<file path="src/rtl/sevenseg_pkg.sv">
// Shared seven-segment definitions used by both the encode and decode sides.
// Latency: n/a (types and constants only).
// Backpressure: n/a.
//   STATE_T   : decoder FSM states
//   SEG_W     : segment bus width (bit6=a .. bit0=g, 1 = lit)
//   DIGIT_W   : hex digit width
//   SEG_0..F  : canonical segment pattern for each digit
package sevenseg_pkg;

  localparam int unsigned SEG_W   = 7;
  localparam int unsigned DIGIT_W = 4;

  typedef enum logic [1:0] {
    EMPTY = 2'd0,
    TRACK = 2'd1,
    HOLD  = 2'd2
  } STATE_T;

  //                                             abcdefg
  localparam logic [SEG_W-1:0] SEG_0 = 7'b1111110;
  localparam logic [SEG_W-1:0] SEG_1 = 7'b0110000;
  localparam logic [SEG_W-1:0] SEG_2 = 7'b1101101;
  localparam logic [SEG_W-1:0] SEG_3 = 7'b1111001;
  localparam logic [SEG_W-1:0] SEG_4 = 7'b0110011;
  localparam logic [SEG_W-1:0] SEG_5 = 7'b1011011;
  localparam logic [SEG_W-1:0] SEG_6 = 7'b1011111;
  localparam logic [SEG_W-1:0] SEG_7 = 7'b1110000;
  localparam logic [SEG_W-1:0] SEG_8 = 7'b1111111;
  localparam logic [SEG_W-1:0] SEG_9 = 7'b1111011;
  localparam logic [SEG_W-1:0] SEG_A = 7'b1110111;
  localparam logic [SEG_W-1:0] SEG_B = 7'b0011111;
  localparam logic [SEG_W-1:0] SEG_C = 7'b1001110;
  localparam logic [SEG_W-1:0] SEG_D = 7'b0111101;
  localparam logic [SEG_W-1:0] SEG_E = 7'b1001111;
  localparam logic [SEG_W-1:0] SEG_F = 7'b1000111;

endpackage

</file>
<file path="src/rtl/sevenseg_decoder_4_if.sv">
// Segment-bus link between a segment source and the seven-segment decoder.
// Latency: n/a (wires only).
// Backpressure: none; the segment bus is sampled every clock.
//   enable : source -> decoder, freezes FSM/counter/outputs when low
//   seg    : source -> decoder, raw segment pattern
//   value/valid/update/err : decoder -> consumer, recovered digit and strobes
interface sevenseg_decoder_4_if;
  import sevenseg_pkg::*;

  logic               enable;
  logic [SEG_W-1:0]   seg;
  logic [DIGIT_W-1:0] value;
  logic               valid;
  logic               update;
  logic               err;

  // Source / stimulus side.
  modport master (
    output enable,
    output seg,
    input  value,
    input  valid,
    input  update,
    input  err
  );

  // Decoder side.
  modport slave (
    input  enable,
    input  seg,
    output value,
    output valid,
    output update,
    output err
  );

endinterface

</file>
<file path="src/rtl/sevenseg_lut.sv">
// Combinational segment-pattern to hex-digit lookup (exact match only).
// Latency: 0 cycles, purely combinational.
// Backpressure: none.
//   seg_i   : segment pattern, bit6=a .. bit0=g
//   hit_o   : pattern is a recognised digit
//   digit_o : decoded digit, 0 when hit_o is low
// SEVENSEG_HEX_EN defined: A-F are recognised; otherwise only 0-9 are.
module sevenseg_lut
  import sevenseg_pkg::*;
(
  input  logic [SEG_W-1:0]   seg_i,
  output logic               hit_o,
  output logic [DIGIT_W-1:0] digit_o
);

  always_comb begin
    hit_o   = 1'b1;
    digit_o = 4'h0;
    case (seg_i)
      SEG_0:   digit_o = 4'h0;
      SEG_1:   digit_o = 4'h1;
      SEG_2:   digit_o = 4'h2;
      SEG_3:   digit_o = 4'h3;
      SEG_4:   digit_o = 4'h4;
      SEG_5:   digit_o = 4'h5;
      SEG_6:   digit_o = 4'h6;
      SEG_7:   digit_o = 4'h7;
      SEG_8:   digit_o = 4'h8;
      SEG_9:   digit_o = 4'h9;
`ifdef SEVENSEG_HEX_EN
      SEG_A:   digit_o = 4'hA;
      SEG_B:   digit_o = 4'hB;
      SEG_C:   digit_o = 4'hC;
      SEG_D:   digit_o = 4'hD;
      SEG_E:   digit_o = 4'hE;
      SEG_F:   digit_o = 4'hF;
`endif
      // Blank, partial and (decimal build) letter patterns all land here.
      default: hit_o = 1'b0;
    endcase
  end

endmodule

</file>
<file path="src/rtl/sevenseg_decoder_4.sv">
// Seven-segment receive decoder: debounces the segment bus and recovers the hex digit.
// Latency: outputs change STABLE_CYCLES edges after a new pattern first reaches seg_q.
// Backpressure: none; enable low freezes FSM/counter/outputs, input register keeps sampling.
//   clk    : only clock, rising edge
//   reset  : asynchronous, active-high, clears all state
//   bus    : slave modport (enable, seg in; value, valid, update, err out)
// SEVENSEG_HEX_EN (applied in sevenseg_lut) widens recognition from 0-9 to 0-F.
module sevenseg_decoder_4
  import sevenseg_pkg::*;
#(
  parameter int unsigned STABLE_CYCLES = 3  // legal 2..15
) (
  input  logic                  clk,
  input  logic                  reset,
  sevenseg_decoder_4_if.slave   bus
);

  localparam logic [3:0] CNT_LAST = 4'(STABLE_CYCLES);
  localparam logic [3:0] CNT_PRE  = 4'(STABLE_CYCLES - 1);

  STATE_T             state_q, state_d;
  logic [SEG_W-1:0]   seg_q;
  logic [SEG_W-1:0]   cand_q, cand_d;
  logic [3:0]         cnt_q, cnt_d;
  logic [DIGIT_W-1:0] value_q, value_d;
  logic               valid_q, valid_d;
  logic               update_q, update_d;
  logic               err_q, err_d;

  logic               lut_hit;
  logic [DIGIT_W-1:0] lut_digit;

  // Decoding seg_q is enough: an accept only happens when seg_q == candidate.
  sevenseg_lut u_lut (
    .seg_i   (seg_q),
    .hit_o   (lut_hit),
    .digit_o (lut_digit)
  );

  always_ff @(posedge clk or posedge reset) begin
    if (reset) begin
      state_q  <= EMPTY;
      seg_q    <= '0;
      cand_q   <= '0;
      cnt_q    <= '0;
      value_q  <= '0;
      valid_q  <= 1'b0;
      update_q <= 1'b0;
      err_q    <= 1'b0;
    end else begin
      state_q  <= state_d;
      seg_q    <= bus.seg;
      cand_q   <= cand_d;
      cnt_q    <= cnt_d;
      value_q  <= value_d;
      valid_q  <= valid_d;
      update_q <= update_d;
      err_q    <= err_d;
    end
  end

  always_comb begin
    state_d  = state_q;
    cand_d   = cand_q;
    cnt_d    = cnt_q;
    value_d  = value_q;
    valid_d  = valid_q;
    // Strobes drop every cycle, so a frozen (enable low) cycle never stretches a pulse.
    update_d = 1'b0;
    err_d    = 1'b0;

    if (bus.enable) begin
      case (state_q)
        EMPTY: begin
          cand_d  = seg_q;
          cnt_d   = 4'd1;
          state_d = TRACK;
        end

        TRACK: begin
          if (seg_q != cand_q) begin
            cand_d = seg_q;
            cnt_d  = 4'd1;
          end else if (cnt_q == CNT_PRE) begin
            // This sample completes the run: accept and park in HOLD.
            cnt_d   = CNT_LAST;
            state_d = HOLD;
            if (lut_hit) begin
              value_d  = lut_digit;
              valid_d  = 1'b1;
              update_d = !valid_q || (lut_digit != value_q);
            end else begin
              err_d = 1'b1;
            end
          end else begin
            cnt_d = cnt_q + 4'd1;
          end
        end

        HOLD: begin
          // A held pattern is never re-accepted; only a change restarts tracking.
          if (seg_q != cand_q) begin
            cand_d  = seg_q;
            cnt_d   = 4'd1;
            state_d = TRACK;
          end
        end

        default: begin
          state_d = EMPTY;
        end
      endcase
    end
  end

  assign bus.value  = value_q;
  assign bus.valid  = valid_q;
  assign bus.update = update_q;
  assign bus.err    = err_q;

endmodule

</file>
<file path="src/flat_wrapper.sv">
// flat-port wrapper written by rule: the top's interface ports become plain ports
module sevenseg_decoder_4_flat import sevenseg_pkg::*;
#(
  parameter int unsigned STABLE_CYCLES = 3                
)
  (clk, reset, bus_enable, bus_seg, bus_value, bus_valid, bus_update, bus_err);
  sevenseg_decoder_4_if bus_i ();
  input  logic clk;
  input  logic reset;
  input wire logic [$bits(bus_i.enable)-1:0] bus_enable;
  input wire logic [$bits(bus_i.seg)-1:0] bus_seg;
  output wire logic [$bits(bus_i.value)-1:0] bus_value;
  output wire logic [$bits(bus_i.valid)-1:0] bus_valid;
  output wire logic [$bits(bus_i.update)-1:0] bus_update;
  output wire logic [$bits(bus_i.err)-1:0] bus_err;
  assign bus_i.enable = bus_enable;
  assign bus_i.seg = bus_seg;
  assign bus_value = bus_i.value;
  assign bus_valid = bus_i.valid;
  assign bus_update = bus_i.update;
  assign bus_err = bus_i.err;
  sevenseg_decoder_4 #(.STABLE_CYCLES(STABLE_CYCLES)) u_core (.clk(clk), .reset(reset), .bus(bus_i));
endmodule
</file>
<file path="config.mk">
export PLATFORM = sky130hd
export DESIGN_NAME = sevenseg_decoder_4_flat
export DESIGN_NICKNAME = d
export VERILOG_FILES = /design/src/rtl/sevenseg_pkg.sv /design/src/rtl/sevenseg_decoder_4_if.sv /design/src/rtl/sevenseg_lut.sv /design/src/rtl/sevenseg_decoder_4.sv /design/src/flat_wrapper.sv
export SDC_FILE = /design/constraint.sdc
export NUM_CORES = 1
export LEC_CHECK = 0
export CAP_MARGIN = 20
export CELL_PAD_IN_SITES_DETAIL_PLACEMENT = 0
export CELL_PAD_IN_SITES_GLOBAL_PLACEMENT = 1
export CORE_MARGIN = 2
export CORE_UTILIZATION = 35
export DETAILED_ROUTE_END_ITERATION = 8
export GPL_TIMING_DRIVEN = 0
export PLACE_DENSITY = 0.74
export SLEW_MARGIN = 20
export SYNTH_ARGS = -nofsm -noshare
export SYNTH_HDL_FRONTEND = slang
export SYNTH_SLANG_ARGS = --single-unit
</file>
<file path="constraint.sdc">
create_clock -name clk -period 2.2 [get_ports clk]
set_input_delay 0.22 -clock clk [delete_from_list [all_inputs] [get_ports clk]]
set_output_delay 0.22 -clock clk [all_outputs]
set_load 0.01 [all_outputs]
</file>
# After elaboration in Yosys (flattened, before gate mapping)
# Index checks and enable logic that the tools add are counted.
# op_classes
addsub	1
eq_ne	19
muxes	22
bitwise	1
reduce_logical	11
# op_table
cell	count
7-bit == test (second input constant)	8
4-bit one-hot mux with 9 select lines	1
7-bit by 6-bit == test with 1-bit output (second input constant)	2
7-bit one-hot mux with 2 select lines	1
4-bit 2-to-1 mux	3
4-bit one-hot mux with 3 select lines	1
1-bit 2-to-1 mux	11
10-bit OR reduction	1
7-bit 2-to-1 mux	1
7-bit inequality test	1
2-bit 2-to-1 mux	3
2-bit by 1-bit inequality test with 1-bit output (second input constant)	3
2-bit one-hot mux with 3 select lines	1
3-bit AND reduction	2
5-bit AND reduction	1
4-bit by 1-bit adder with 4-bit output (second input constant)	1
4-bit by 2-bit == test with 1-bit output (second input constant)	1
4-bit inequality test	1
4-bit AND reduction	1
3-bit nonzero test	1
2-bit by 1-bit == test with 1-bit output (second input constant)	1
2-bit == test (second input constant)	1
2-bit zero test	1
2-bit inequality test (second input constant)	1
other kinds (5)	5
# totals
reg_bits	27
out_inout_bits	7
word_cells	62

# Depth between registers and ports, before layout
# logic_depth
word_depth	9
depth_mapped	7

# Modules after synthesis
# Synthesis repeated with hierarchy kept, for this count alone.
# unflattened
hier_cells	132
hier_area_um2	1514.0
# by_module_without_submodules
module	n_inst	cells_per_inst	area_per_inst_um2
sevenseg_decoder_4	1	100	1270.0
sevenseg_lut	1	32	244.0

# Worst setup path before layout
# OpenSTA, ideal clock, no wires.
# synth_path
kind	register to register
from	register u_core.cnt_q[0]
to	register u_core.value_q[0] (netlist: u_core.bus.value[0])
arrival_ns	1.967
required_time_ns	2.075
path_slack_ns	0.108
stages_incl_launch_ff	8
n_path_buf	0
period_less_slack_ns	2.092
cell_sequence	dfrtp_1 -> inv_1 -> ha_1 -> or3b_1 -> or2_2 -> nor4_1 -> o21a_2 -> mux2_2
# synth_via
elab_chain_cells	2
# synth_lines
element	line_no	source
start: declaration	sevenseg_decoder_4.sv:24	logic [3:0] cnt_q, cnt_d;
start signal: assignment	sevenseg_decoder_4.sv:54	cnt_q <= cnt_d;
4-bit by 2-bit == test with 1-bit output	sevenseg_decoder_4.sv:84	end else if (cnt_q == CNT_PRE) begin
5-bit AND reduction (no line)	--	
end signal: assignment	sevenseg_decoder_4.sv:55	value_q <= value_d;
end: declaration	sevenseg_decoder_4.sv:25	logic [DIGIT_W-1:0] value_q, value_d;
# No other way between the ends.
# A chain may end at the register's enable or synchronous reset.

# Final worst setup path
# layout_path
from	register u_core.cnt_q[0]
to	register u_core.value_q[1] (netlist: u_core.bus.value[1])
# The elaborated chain is that of the path after synthesis.

==> run summary <==
final wirelength: 2840 µm
critical path capture point type: flip-flop
Root Buffer: clkbuf_8
r2r endpoint: u_core.bus.value[1]
Die Wd: 69.9 µm
top cell type's share of synthesized area: 44.5%
worst relative slew slack: 62.5%
Leak Pwr: 0.780 nW
row cnt: 23
#FFs+latches synth: 27
CP max stage cell: or3b_4
largest net degree at the start of global routing: 28
clk_lat worst skew: 0.27 ns
R2R Setup Slk: 0.1 ns
core area: 0.00409 mm²
antenna fix cells: 0
slew at the pin closest to its max-slew limit: 0.562 ns
Buffers on Ports: 16
Hold Buf Count CTS: 0
H-tree depth: 1
Max Cap Violations: 0
register area: 676 µm²
GRT Total Usage: 12.1%
final worst-path cycle share: 95.5%
worst setup path category: flip-flop to flip-flop
Synth warnings: 0
Synth-to-Final Area Change: 20.7%
largest driver fanout on the critical path: 5
number of synthesized flops with an enable pin: 0
I/O pin cnt: 17
setup TNS: 0 ns
vias per std cell: 5.12
Syn Nets: 152
DRC Markers: 0
RSZ-0062 raised after global routing: no
DRT iter0 DRCs: 31
Hold Path Class: input pin to async pin
post-layout net count: 176
wire length per cell: 13.5 µm
CP startpoint: u_core.cnt_q[0]
maximum clock path buffer count: 2
global-route met1 utilization: 15.1%
Fill cells: 386
post-synth cell types: 43
share of post-route cells with drive strength above 1: 23.8%
Vias: 1,076
clk sinks: 27
worst endpoint required time: 2.37 ns
Reg2Reg Depth: 7
initial antenna violation count: 0
crit-path cells: inv_1 -> ha_1 -> or3b_4 -> or2_4 -> nor4_4 -> o21a_2 -> mux2_2
GR peak layer: met2
vias in the first global route: 1,087
RR Startpoint: u_core.cnt_q[0]
post-route ant nets: 0
fin. max-slew vios: 0
met3 Track Usage GR: 3.17%
total grt overflow: 0
Area contributors post-synth: dfrtp_1 (44%), mux2_2 (8.2%), xnor2_1 (5.8%), ha_1 (4.1%), nand2_1 (2.5%)
fin util: 44.9%
crit path to: u_core.bus.value[1]
FMAX: 476 MHz
Pre-Repair DR Iteration Count: 4
status: finished clean
slowest stage delay, CP: 0.40 ns
Synth Cell Area: 0.00152 mm²
CTS tree: yes
final hold violation count: 0
Worst IR Drop VDD: 0.000408 V
first-pass GRT wire length: 4760 µm
Final min period: 2.10 ns
final RePlAce weighted congestion: 0.777
Reg clk slew, reported paths: 0.09 ns
post-synthesis cell count: 137
area leader, netlist: dfrtp_1
Pwr per Cell Area: 806 mW/mm²
Die ar.: 0.00488 mm²
Starting Density: 37.2%
die height: 69.9 µm
Final Skew: 0.00466 ns
Post-DP HPWL: 2050 µm
crit path DAT: 2.27 ns
CTS buffer count: 3
multi-input combinational cell area: 782 µm²
setup violators final: 0
Mean Syn Cell Area: 11.1 µm²
asr flop ratio synth: 100%
Post-synth top flop: dfrtp_1
startpoint types: flip-flop
post-synthesis sequential area ratio: 44.5%
met2 GRT Util: 20.5%
## cell usage after synthesis, drive strengths merged, types with 3 or more instances
library cell and instances:
inv 8, ha 5, buf 8, o21ai 3, nor2 3, mux2 11, nor4 4, a21oi 4
dfrtp 27, nand3 7, nand2 10, xnor2 10, or2 3
## placed cells by master (no fill, tap or decap), types with 4 or more instances in the layout
cell and count:
nand2_1 10, ha_1 5, mux2_2 11, clkdlybuf4s50_1 16, dfrtp_1 27, buf_2 5, inv_1 7, a21oi_1 4
nand3_1 7, xnor2_1 10
## cell families (layout without fill, tap and decap cells)
family / Yosys count / after routing / synth area share (%)
xor+xnor: 11 / 11 / 6.34
mux: 13 / 13 / 9.47
flops: 27 / 27 / 44.5
simple gates: 41 / 41 / 16.0
buf+inv: 16 / 39 / 5.35
compound gates: 24 / 24 / 14.3
fa+ha+maj: 5 / 5 / 4.12
## routing by layer
metal / routed length [µm] / part of all wire (%)
met1: 1330 / 47
met2: 1360 / 48
met3: 107 / 3.8
met4: 38 / 1.3
met5: 0 / 0
## power breakdown
part	total [mW]	internal, mW	leakage (nW)	switching, mW
Clock	0.286	0.129	0.0217	0.157
Combinational	0.546	0.261	0.422	0.286
Sequential	0.646	0.589	0.337	0.0571
Total	1.48	0.978	0.780	0.500
## cell type report
type | instances | share of cell area, %
plain buffers | 8 | 2.80
clock buffers | 3 | 2.25
clock inverters | 1 | 0.410
inverters | 8 | 1.64
multi-input cells | 94 | 42.7
flip-flops and latches | 27 | 36.9
well taps | 50 | 3.41
repair buffers | 19 | 9.97
## flip-flops by register name, indices dropped and copies added (netlist names)
register           flops
u_core.cand_q          7
u_core.seg_q           7
u_core.bus.value       4
u_core.cnt_q           4
u_core.state_q         2
u_core.bus.err         1
u_core.bus.update      1
u_core.bus.valid       1
## metrics by stage
stage	hold WS (ns)	setup slack (ns)	instances	instance area (µm²)	power (mW)
global placement	0.482	-0.0626	203	1740	1.17
floorplan	0.251	0.108	137	1520	1.09
global route	0.372	0.000332	210	1830	1.59
CTS	0.367	0.0448	209	1810	1.49
finish	0.321	0.0982	210	1830	1.48
detailed placement	0.500	-0.0884	203	1740	1.19
## how the worst min path moves through the flow
stage                      from             endpoint  slack, ns  cells after the start
3_3_place_gp   u_core.bus.valid     u_core.bus.valid       0.48                      1
3_5_place_dp   u_core.bus.valid     u_core.bus.valid       0.50                      1
2_1_floorplan        bus_seg[0]      u_core.seg_q[0]       0.25                      0
5_1_grt              bus_seg[0]      u_core.seg_q[0]       0.37                      1
6_report                  reset  u_core.bus.value[1]       0.32                      2
4_1_cts              bus_seg[5]      u_core.seg_q[5]       0.37                      1
## worst max-delay path, delay by kind of cell, from the launching register on
family / cells / cell delay [ns]
flip-flops: 1 / 0.39
adder cells (fa/ha/maj): 1 / 0.13
multiplexers: 1 / 0.35
AND/OR/NAND/NOR: 3 / 0.80
AO/OA/AOI/OAI: 1 / 0.25
buffers and inverters: 1 / 0.08
## what timing repair did
item                                    CTS  global route
pin swaps                                 0             1
gates resized for setup                   2             2
endpoints found under the setup margin    4             4
buffers inserted                          2             1
Note: power is estimated with default switching activity, not from simulation.
